`src/rtl/bitflip_monitor_pkg.sv`:
```
// bitflip_monitor_pkg: shared types, register map and constants for the bitflip monitor.
package bitflip_monitor_pkg;
  typedef enum logic {IDLE, RUN} state_t;
  localparam int unsigned A_CTRL = 0, A_WIN = 1, A_THR_CYC = 2, A_THR_BITS = 3, A_STATUS = 4;
  localparam int unsigned A_HIT = 5, A_BIT = 6, A_PEAK = 7, A_CH = 8;
  localparam logic [31:0] WIN_LEN_RST = 32'd1000, THR_CYC_RST = 32'd100, THR_BITS_RST = 32'd1000;
  localparam logic [31:0] ERR_DATA = 32'hDEADBEEF;
  localparam int CTRL_EN = 0, CTRL_CLR = 1, CTRL_IEC = 2, CTRL_IEB = 3;
  localparam int ST_IRQ_CYC = 0, ST_IRQ_BITS = 1, ST_WIN_DONE = 2;
endpackage

```
`src/rtl/bitflip_monitor_mc_popcount.sv`:
```
// bitflip_popcount: combinational population count of a W-bit vector.
module bitflip_popcount #(
  parameter int W  = 16,
  parameter int CW = $clog2(W + 1)
) (
  input  logic [W-1:0]  bits,
  output logic [CW-1:0] cnt
);
  always_comb begin
    cnt = '0;
    for (int i = 0; i < W; i++) cnt += CW'(bits[i]);
  end
endmodule

```
`src/rtl/bitflip_monitor_mc.sv`:
```
// bitflip_monitor_mc: windowed multi-channel bitflip statistics with snapshots,
// threshold interrupts and a valid/ready register interface.
module bitflip_monitor_mc
  import bitflip_monitor_pkg::*;
#(
  parameter int IN_WIDTH   = 64,
  parameter int NUM_CH     = 4,
  parameter int CNT_W      = 32,
  parameter int ADDR_WIDTH = 4,
  parameter int DATA_WIDTH = 32
) (
  input  logic                  clk_i,
  input  logic                  rstn_i,
  input  logic [IN_WIDTH-1:0]   value_i,
  input  logic                  bus_valid_i,
  input  logic                  bus_we_i,
  input  logic [ADDR_WIDTH-1:0] bus_addr_i,
  input  logic [DATA_WIDTH-1:0] bus_wdata_i,
  output logic [DATA_WIDTH-1:0] bus_rdata_o,
  output logic                  bus_ready_o,
  output logic                  bus_error_o,
  output logic                  interr_o
);
  localparam int CH_W = IN_WIDTH / NUM_CH;
  localparam int CPW  = $clog2(CH_W + 1);
  localparam int PW   = $clog2(IN_WIDTH + 1);
  state_t state, state_n;
  logic [IN_WIDTH-1:0] in_q;
  logic [CPW-1:0] cpop [NUM_CH];
  logic [PW-1:0] pop;
  logic [DATA_WIDTH-1:0] win_len, thr_cyc, thr_bits, win_cnt, rd;
  logic [CNT_W-1:0] hit_acc, bit_acc, peak_acc, hit_n, bit_n, peak_n, hit_snap, bit_snap, peak_snap;
  logic [CNT_W-1:0] ch_acc [NUM_CH];
  logic [CNT_W-1:0] ch_n [NUM_CH];
  logic [CNT_W-1:0] ch_snap [NUM_CH];
  logic en, ie_cyc, ie_bits, irq_cyc, irq_bits, win_done;
  logic [15:0] win_count;
  logic run_ok, acc_go, win_end, set_cyc, set_bits, err, wr, clr;
  logic [31:0] a;
  logic [2:0] w1c;

  function automatic logic [CNT_W-1:0] sat_add(input logic [CNT_W-1:0] x, input logic [CNT_W-1:0] y);
    logic [CNT_W:0] s;
    s = {1'b0, x} + {1'b0, y};
    return s[CNT_W] ? '1 : s[CNT_W-1:0];
  endfunction

  for (genvar c = 0; c < NUM_CH; c++) begin : g_ch
    bitflip_popcount #(.W(CH_W)) u_pop (.bits(in_q[c*CH_W +: CH_W]), .cnt(cpop[c]));
  end

  always_comb begin
    pop = '0;
    for (int c = 0; c < NUM_CH; c++) pop += PW'(cpop[c]);
    hit_n  = sat_add(hit_acc, CNT_W'(|pop));
    bit_n  = sat_add(bit_acc, CNT_W'(pop));
    peak_n = CNT_W'(pop) > peak_acc ? CNT_W'(pop) : peak_acc;
    for (int c = 0; c < NUM_CH; c++) ch_n[c] = sat_add(ch_acc[c], CNT_W'(cpop[c]));
  end

  // A shortened WINDOW_LEN ends the current window at once via >=.
  always_comb begin
    run_ok   = en && (win_len != '0);
    state_n  = run_ok ? RUN : IDLE;
    acc_go   = (state == RUN) && run_ok;
    win_end  = acc_go && (win_cnt >= win_len - 1'b1);
    set_cyc  = win_end && (DATA_WIDTH'(hit_n) > thr_cyc);
    set_bits = win_end && (DATA_WIDTH'(bit_n) > thr_bits);
  end

  always_ff @(posedge clk_i or negedge rstn_i)
    if (!rstn_i) state <= IDLE;
    else state <= state_n;

  always_comb begin
    a   = 32'(bus_addr_i);
    err = bus_valid_i && (a >= A_CH + NUM_CH || (bus_we_i && a >= A_HIT));
    wr  = bus_valid_i && bus_we_i && !err;
    clr = wr && a == A_CTRL && bus_wdata_i[CTRL_CLR];
    w1c = (wr && a == A_STATUS) ? bus_wdata_i[2:0] : 3'b0;
    rd  = '0;
    case (a)
      A_CTRL:     rd = DATA_WIDTH'({ie_bits, ie_cyc, 1'b0, en});
      A_WIN:      rd = win_len;
      A_THR_CYC:  rd = thr_cyc;
      A_THR_BITS: rd = thr_bits;
      A_STATUS:   rd = DATA_WIDTH'({win_count, 13'b0, win_done, irq_bits, irq_cyc});
      A_HIT:      rd = DATA_WIDTH'(hit_snap);
      A_BIT:      rd = DATA_WIDTH'(bit_snap);
      A_PEAK:     rd = DATA_WIDTH'(peak_snap);
      default:    for (int c = 0; c < NUM_CH; c++) if (a == A_CH + 32'(c)) rd = DATA_WIDTH'(ch_snap[c]);
    endcase
  end

  always_ff @(posedge clk_i or negedge rstn_i)
    if (!rstn_i) begin
      en          <= 1'b0;
      ie_cyc      <= 1'b0;
      ie_bits     <= 1'b0;
      win_len     <= DATA_WIDTH'(WIN_LEN_RST);
      thr_cyc     <= DATA_WIDTH'(THR_CYC_RST);
      thr_bits    <= DATA_WIDTH'(THR_BITS_RST);
      bus_rdata_o <= '0;
      bus_ready_o <= 1'b0;
      bus_error_o <= 1'b0;
      interr_o    <= 1'b0;
    end else begin
      bus_ready_o <= bus_valid_i && !err;
      bus_error_o <= err;
      bus_rdata_o <= err ? DATA_WIDTH'(ERR_DATA) : (bus_valid_i && !bus_we_i) ? rd : '0;
      interr_o    <= (irq_cyc && ie_cyc) || (irq_bits && ie_bits);
      if (wr && a == A_CTRL) begin
        en      <= bus_wdata_i[CTRL_EN];
        ie_cyc  <= bus_wdata_i[CTRL_IEC];
        ie_bits <= bus_wdata_i[CTRL_IEB];
      end
      if (wr && a == A_WIN) win_len <= bus_wdata_i;
      if (wr && a == A_THR_CYC) thr_cyc <= bus_wdata_i;
      if (wr && a == A_THR_BITS) thr_bits <= bus_wdata_i;
    end

  always_ff @(posedge clk_i or negedge rstn_i)
    if (!rstn_i) begin
      in_q      <= '0;
      win_cnt   <= '0;
      hit_acc   <= '0;
      bit_acc   <= '0;
      peak_acc  <= '0;
      hit_snap  <= '0;
      bit_snap  <= '0;
      peak_snap <= '0;
      for (int c = 0; c < NUM_CH; c++) begin
        ch_acc[c]  <= '0;
        ch_snap[c] <= '0;
      end
      irq_cyc   <= 1'b0;
      irq_bits  <= 1'b0;
      win_done  <= 1'b0;
      win_count <= '0;
    end else begin
      in_q <= value_i;
      if (clr || !acc_go || win_end) begin
        win_cnt  <= '0;
        hit_acc  <= '0;
        bit_acc  <= '0;
        peak_acc <= '0;
        for (int c = 0; c < NUM_CH; c++) ch_acc[c] <= '0;
      end else begin
        win_cnt  <= win_cnt + 1'b1;
        hit_acc  <= hit_n;
        bit_acc  <= bit_n;
        peak_acc <= peak_n;
        for (int c = 0; c < NUM_CH; c++) ch_acc[c] <= ch_n[c];
      end
      if (clr) begin
        hit_snap  <= '0;
        bit_snap  <= '0;
        peak_snap <= '0;
        for (int c = 0; c < NUM_CH; c++) ch_snap[c] <= '0;
      end else if (win_end) begin
        hit_snap  <= hit_n;
        bit_snap  <= bit_n;
        peak_snap <= peak_n;
        for (int c = 0; c < NUM_CH; c++) ch_snap[c] <= ch_n[c];
      end
      irq_cyc   <= !clr && (set_cyc || (irq_cyc && !w1c[ST_IRQ_CYC]));
      irq_bits  <= !clr && (set_bits || (irq_bits && !w1c[ST_IRQ_BITS]));
      win_done  <= !clr && (win_end || (win_done && !w1c[ST_WIN_DONE]));
      win_count <= clr ? 16'd0 : win_count + 16'(win_end);
    end
endmodule

```
`config.mk`:
```
export PLATFORM = sky130hd
export DESIGN_NAME = bitflip_monitor_mc
export DESIGN_NICKNAME = d
export VERILOG_FILES = /design/src/rtl/bitflip_monitor_pkg.sv /design/src/rtl/bitflip_monitor_mc_popcount.sv /design/src/rtl/bitflip_monitor_mc.sv
export SDC_FILE = /design/constraint.sdc
export NUM_CORES = 2
export LEC_CHECK = 0
export ABC_AREA = 1
export BUFFER_PORTS_ARGS = -buffer_cell sky130_fd_sc_hd__buf_4
export CORE_ASPECT_RATIO = 1.2
export CORE_MARGIN = 1.5
export CORE_UTILIZATION = 50
export CTS_CLUSTER_DIAMETER = 120
export DETAILED_ROUTE_END_ITERATION = 10
export GPL_TIMING_DRIVEN = 1
export PLACE_DENSITY = 0.66
export SLEW_MARGIN = 40
export SYNTH_ARGS = -nofsm -noshare
export SYNTH_HDL_FRONTEND = slang
export SYNTH_SLANG_ARGS = --single-unit
```
`constraint.sdc`:
```
create_clock -name clk_i -period 18.21 [get_ports clk_i]
set_clock_uncertainty 0.2 [all_clocks]
set_input_delay 1.821 -clock clk_i [delete_from_list [all_inputs] [get_ports clk_i]]
set_output_delay 1.821 -clock clk_i [all_outputs]
set_load 0.01 [all_outputs]
```
After elaboration in Yosys (flattened, before gate mapping)
Index checks and enable logic that the tools add are counted.
- add/subtract/negate cells: 72
- $lt $le $gt $ge: 6
- equal/unequal tests: 11
- mux-type cells: 30
- reduce and logical (&&, ||, !) cells: 45
- operators by type and width (operator ; count):
    $mux 32 ; 23
    $mux 128 ; 3
    $add 5x1->5 ; 56
    $pmux 32 s8 ; 1
    $add 32x5->33 ; 4
    $gt 32x32->1 ; 2
    $add 32x1->33 ; 1
    $add 32x7->33 ; 1
    $add 32x1->32 const B ; 1
    $ge 32x32->1 ; 1
    $gt 7x32->1 ; 1
    $logic_not 32->1 ; 1
    $reduce_bool 32->1 ; 1
    $sub 32x1->32 const B ; 1
    $logic_and 1x1->1 ; 26
    $add 16x1->16 ; 1
    $eq 4x3->1 const B ; 4
    $eq 4x4->1 const B ; 4
    $mux 16 ; 1
    $add 1x1->2 ; 4
    $eq 4x2->1 const B ; 2
    $add 6x5->7 ; 1
    $add 7x5->7 ; 1
    $logic_not 1->1 ; 7
    10 further kinds ; 16
- flip-flop bits (word level): 698
- input bits: 104
- output and inout bits: 35

Logic depth before layout (Yosys ltp)
- word-level depth: 25
- mapped depth: 49
- mapped depth without buffers: 48

Modules after synthesis
Synthesis repeated with hierarchy kept, for this count alone.
- cell total of the unflattened synthesis: 5526
- area total of the unflattened synthesis: 41566.1 sq um
- by module, submodules not included (module ; instances ; cells each ; area an instance (sq um)):
    bitflip_monitor_mc ; 1 ; 5318 ; 39909.5
    bitflip_popcount ; 4 ; 52 ; 414.1

Worst setup path before layout
OpenSTA, ideal clock, no wires.
- kind: reg2reg
- start point: reg in_q[16]
- end point: reg irq_cyc
- data arrival time: 8.164 ns
- required time: 17.932 ns
- setup slack: 9.768 ns
- cell stages (with the launch flop): 42
- path buffers: 1
- period minus slack after synthesis: 8.442 ns
- path through: dfrtp_1 ha_1 inv_1 fa_1 inv_1 fa_1 fa_1 inv_1 fa_1 fa_1 inv_1 fa_1 inv_1 fa_1 fa_1 inv_1 ha_1 inv_1 [6 not listed] ha_1 ha_1 nand2_1 nor2_1 nand2_1 nor2_1 nand2_1 buf_2 nand3_1 ha_1 nand2_1 nor2_1 nand3_1 nor3_1 nand2_1 nand3_1 nand2_1 o21bai_1
- word-level cells in the longest chain between the ends: 25
- ends and longest elaborated chain (what ; line ; text):
    start: declaration ; bitflip_monitor_mc.sv:28 ; logic [IN_WIDTH-1:0] in_q;
    start signal: assignment ; bitflip_monitor_mc.sv:141 ; in_q <= value_i;
    $add 1x1->2 ; bitflip_monitor_mc_popcount.sv:11 ; for (int i = 0; i < W; i++) cnt += CW'(bits[i]);
    $add 5x1->5 (14 in a row) ; bitflip_monitor_mc_popcount.sv:11 ;
    $add 5x5->6 ; bitflip_monitor_mc.sv:54 ; for (int c = 0; c < NUM_CH; c++) pop += PW'(cpop[c]);
    $add 6x5->7 ; bitflip_monitor_mc.sv:54 ;
    $add 7x5->7 ; bitflip_monitor_mc.sv:54 ;
    $reduce_or 7->1 ; bitflip_monitor_mc.sv:55 ; hit_n = sat_add(hit_acc, CNT_W'(|pop));
    $add 32x1->33 ; bitflip_monitor_mc.sv:44 ; s = {1'b0, x} + {1'b0, y};
    $mux 32 ; bitflip_monitor_mc.sv:45 ; return s[CNT_W] ? '1 : s[CNT_W-1:0];
    $gt 32x32->1 ; bitflip_monitor_mc.sv:67 ; set_cyc = win_end && (DATA_WIDTH'(hit_n) > thr_cyc);
    $logic_and 1x1->1 ; bitflip_monitor_mc.sv:67 ;
    $logic_or 1x1->1 ; bitflip_monitor_mc.sv:166 ; irq_cyc <= !clr && (set_cyc || (irq_cyc && !w1c[ST_IRQ_CYC]));
    $logic_and 1x1->1 ; bitflip_monitor_mc.sv:166 ;
    end signal: assignment ; bitflip_monitor_mc.sv:166 ;
    end: declaration ; bitflip_monitor_mc.sv:36 ; logic en, ie_cyc, ie_bits, irq_cyc, irq_bits, win_done;
No other way between the ends.
A chain may end at the register's enable or synchronous reset.

Final worst setup path
- start point: reg in_q[32]
- end point: reg irq_cyc
- word-level cells in the longest chain between the ends: 24
- ends and longest elaborated chain (what ; line):
    $add 1x1->2 ; bitflip_monitor_mc_popcount.sv:11
    $add 5x1->5 (14 in a row) ; bitflip_monitor_mc_popcount.sv:11
    $add 6x5->7 ; bitflip_monitor_mc.sv:54
    $add 7x5->7 ; bitflip_monitor_mc.sv:54
    $reduce_or 7->1 ; bitflip_monitor_mc.sv:55
    $add 32x1->33 ; bitflip_monitor_mc.sv:44
    $mux 32 ; bitflip_monitor_mc.sv:45
    $gt 32x32->1 ; bitflip_monitor_mc.sv:67
    $logic_and 1x1->1 ; bitflip_monitor_mc.sv:67
    $logic_or 1x1->1 ; bitflip_monitor_mc.sv:166
    $logic_and 1x1->1 ; bitflip_monitor_mc.sv:166
No other way between the ends.

==> run summary <==
At the worst endpoint, the required time is 18.57 ns. Startpoint type of the worst setup path: a register. Among all flip-flop cells after synthesis, the most frequent one is dfrtp_1. TritonCTS built the clock tree. In the synthesized netlist, the number of instances is 5583. Gates resized during post-CTS repair numbered 0. Largest voltage drop on the vdd net: 0.000367 V.

Entering global routing, the biggest net connects 156 pins. The portion of the post-synthesis area used by sequential elements is 41.8%. Synthesis instantiated 49 different standard cells from the library.

The final critical delay including setup and external delays was 10.06 ns. The setup slack at placement is 8.11 ns, and the clock insertion delay at the later pin of the skew report is 0.66 ns. The tool flagged a number of max-cap violations equal to 0.

The worst setup path is captured at a register. The sequential cell area in the final layout came out at 17500 um^2. The number of setup buffers added after CTS is 0, and the number of buffers on the longest clock path is 3.

The core region is 83200 um^2. The async set or reset register ratio after synthesis works out to 100%. The critical path start-end classification was reg -> reg.

For this design the top-level I/O count stands at 139. The total die area was 85500 um^2. The worst-path cell with the longest stage delay is fa_1.

After synthesis, the cell types taking the most area are dfrtp_1 41%, nand2_1 12%, nand3_1 8.5%. In the final layout, the share of cells above drive strength 1 is 6.78%. Before antenna repair, the detailed router went through 7 iterations. At the pin with the least slew margin, the transition time is 0.986 ns. The cell area power density was 187 nW/um^2. After synthesis the cells add up to 41900 um^2.

The smallest hold slack is 0.283 ns. In this run the tool buffered the top-level ports with 138 buffer cells. The count of flip-flops with a built-in enable after synthesis is 0, and the average wire per standard cell is 20.1 um.

The class of the worst hold path was reg -> reg. The initial core utilization was 50.3%; the row count was 116. The logs give 0 for the max-slew violation count and 34.2% for the remaining max-slew budget at the tightest pin. The tree built by TritonCTS fans out to 698 sinks.

For the setup TNS after final layout, the log shows 0 ns. The logs give 32.0% for the global-route total usage across every layer and 2 for the initial antenna violation count. When the netlist entered floorplanning its net count stood at 5905. The number of filler cells placed in the layout is 7992, and the aggregate routed wire length is 137000 um.

After legalization and detailed placement, the total HPWL measured 100000 um. The run finished with clean final reports. Setup repair after global routing left no endpoint under its margin. The initial DRC count came out at 3707.

The final period utilization was 55.3%; the count of nets after finishing was 5923. The library cell occupying the most area in the post-synthesis netlist was dfrtp_1. The library cell used most frequently in the layout, excluding fill and tap cells, is nand2_1.

The growth of design area from synthesis to finish is 10.6%. The via count of the first global-routing pass is 36.5k, and the maximum operating frequency is 99.4 MHz. The horizontal die dimension came out at 267 um. Among the stages of the critical path, the cell type that occurs most often is fa_1.

The detailed router placed 38.0k vias in this run. At the worst endpoint, the arrival time is 10.42 ns. Counting the buffers created by CTS gives 78. Summing all multi-input logic gate instances after layout gives 20100 um^2. The first global-routing pass estimated 210000 um of wire.

In this design, the stage delay of the slowest critical-path cell is 0.56 ns. The remaining antenna violation count was 0; the clock slew at the register clock pins of the worst setup and hold paths was 0.06 ns. The share of the synthesized area in the top cell type was 40.8%. DRC violations left: 0.

The analysis attributes to cell leakage a power of 23.3 nW. The number of failing setup endpoints in the final timing report was 0. Clock tree root buffer cell: clkbuf_16. Floorplan die height: 320 um.

The H-tree generated during clock tree synthesis spans 3 levels. Of all nets on the critical path, the largest fanout is 24. The register bit count reported by yosys works out to 698.

Using the TritonRoute via totals, the vias-per-cell ratio works out to 5.60. The run gives 0 as the remaining global-route overflow. The final-report hold violation count came out at 0. In the post-route analysis, the smallest setup slack over all paths is 8.15 ns. The post-synthesis area per instance is 7.50 um^2. The number of warning messages in the yosys log is 0.

At the end of routability-driven placement, the weighted congestion stood at 1.00. In the layout the commonest cells are 1344 x nand2_1, 820 x inv_1, 715 x nand3_1. The number of hold buffers added after CTS was 0.
[worst max-delay path, delay by kind of cell, from the launching register on]
kind	cells	cell delay [ns]
compound gates	1	0.14
fa+ha+maj	14	5.50
buf+inv	8	0.84
flops	1	0.36
simple gates	18	2.90
[through the flow]
step           util (%)  cells  area (um^2)  total power [mW]
5_1_grt            55.7   6786        46300              9.47
3_5_place_dp       52.3   6640        43500              6.94
3_3_place_gp       52.2   6638        43400              6.85
4_1_cts            55.6   6783        46300              8.67
6_report           55.7   6786        46300              8.68
2_1_floorplan         -   5583        41900              5.54
[worst paths after layout]
| kind | depth (start not counted) | end | slack (ns) | from |
|---|---|---|---|---|
| max | 41 | irq_cyc | 8.15 | in_q[32] |
| min | 2 | win_len[0] | 0.28 | win_len[0] |
| max reg2reg | 41 | irq_cyc | 8.15 | in_q[32] |
| min reg2reg | 2 | win_len[0] | 0.28 | win_len[0] |
| max in group asynchronous | 5 | ch_snap[24] | 14.17 | rstn_i |
| min in group asynchronous | 1 | win_cnt[2] | 0.99 | rstn_i |
[cell type report]
cell class                      instances  area share, %
Multi-Input combinational cell       3817           43.4
Inverter                              828           6.71
Sequential cell                       698           37.8
Antenna cell                            1        0.00540
Clock buffer                          105           4.86
Timing Repair Buffer                  178           3.17
Tap cell                             1121           3.03
Clock inverter                         38           1.03
[state kept, by name, summed over array words and instances, names as in the netlist, 16 cells and up]
| signal | count |
|---|---|
| bit_acc | 32 |
| bit_snap | 32 |
| bus_rdata_o | 32 |
| ch_acc | 128 |
| ch_snap | 128 |
| hit_acc | 32 |
| hit_snap | 32 |
| in_q | 64 |
| peak_acc | 32 |
| peak_snap | 32 |
| thr_bits | 32 |
| thr_cyc | 32 |
| win_cnt | 32 |
| win_count | 16 |
| win_len | 32 |
[cell families (layout without fill, tap and decap cells)]
| group | Yosys count | in the layout | synth area share, % |
|---|---|---|---|
| DFF | 698 | 698 | 41.8 |
| other | 0 | 1 | 0 |
| buffers and inverters | 1068 | 1149 | 10.4 |
| AOI/OAI and AO/OA | 356 | 356 | 4.83 |
| and+or+nand+nor | 3133 | 3133 | 33.2 |
| xor gates and xnor gates | 110 | 110 | 2.30 |
| adders and majority gates | 218 | 218 | 7.50 |
[cells in the mapped netlist (13+ instances only)]
master / number
nor2_2: 13
xnor2_1: 29
ha_1: 163
o22ai_1: 20
fa_1: 55
dfstp_2: 15
nor2_1: 593
clkbuf_1: 97
xor2_1: 81
nor3_1: 62
nand3_1: 715
buf_2: 99
a221oi_1: 25
inv_1: 820
or2_2: 18
nand2_1: 1348
nand3b_1: 52
buf_1: 14
a21oi_1: 112
nand4_1: 303
o21ai_0: 151
buf_6: 24
dfrtp_1: 683
[where the power goes]
| part | switching (mW) | internal, mW |
|---|---|---|
| combinational | 3.45 | 1.77 |
| sequential | 0.0726 | 1.68 |
| clock | 0.696 | 1.00 |
[metal layers]
metal | vias up | track usage [%] | wire, um
met4 | 0 | 18.0 | 8320
met1 | 18200 | 39.9 | 54300
met2 | 1420 | 52.6 | 64500
met3 | 360 | 5.21 | 9420
met5 | - | 0 | 0
li1 | 18100 | - | -
Power figures use the tool's default switching activity.
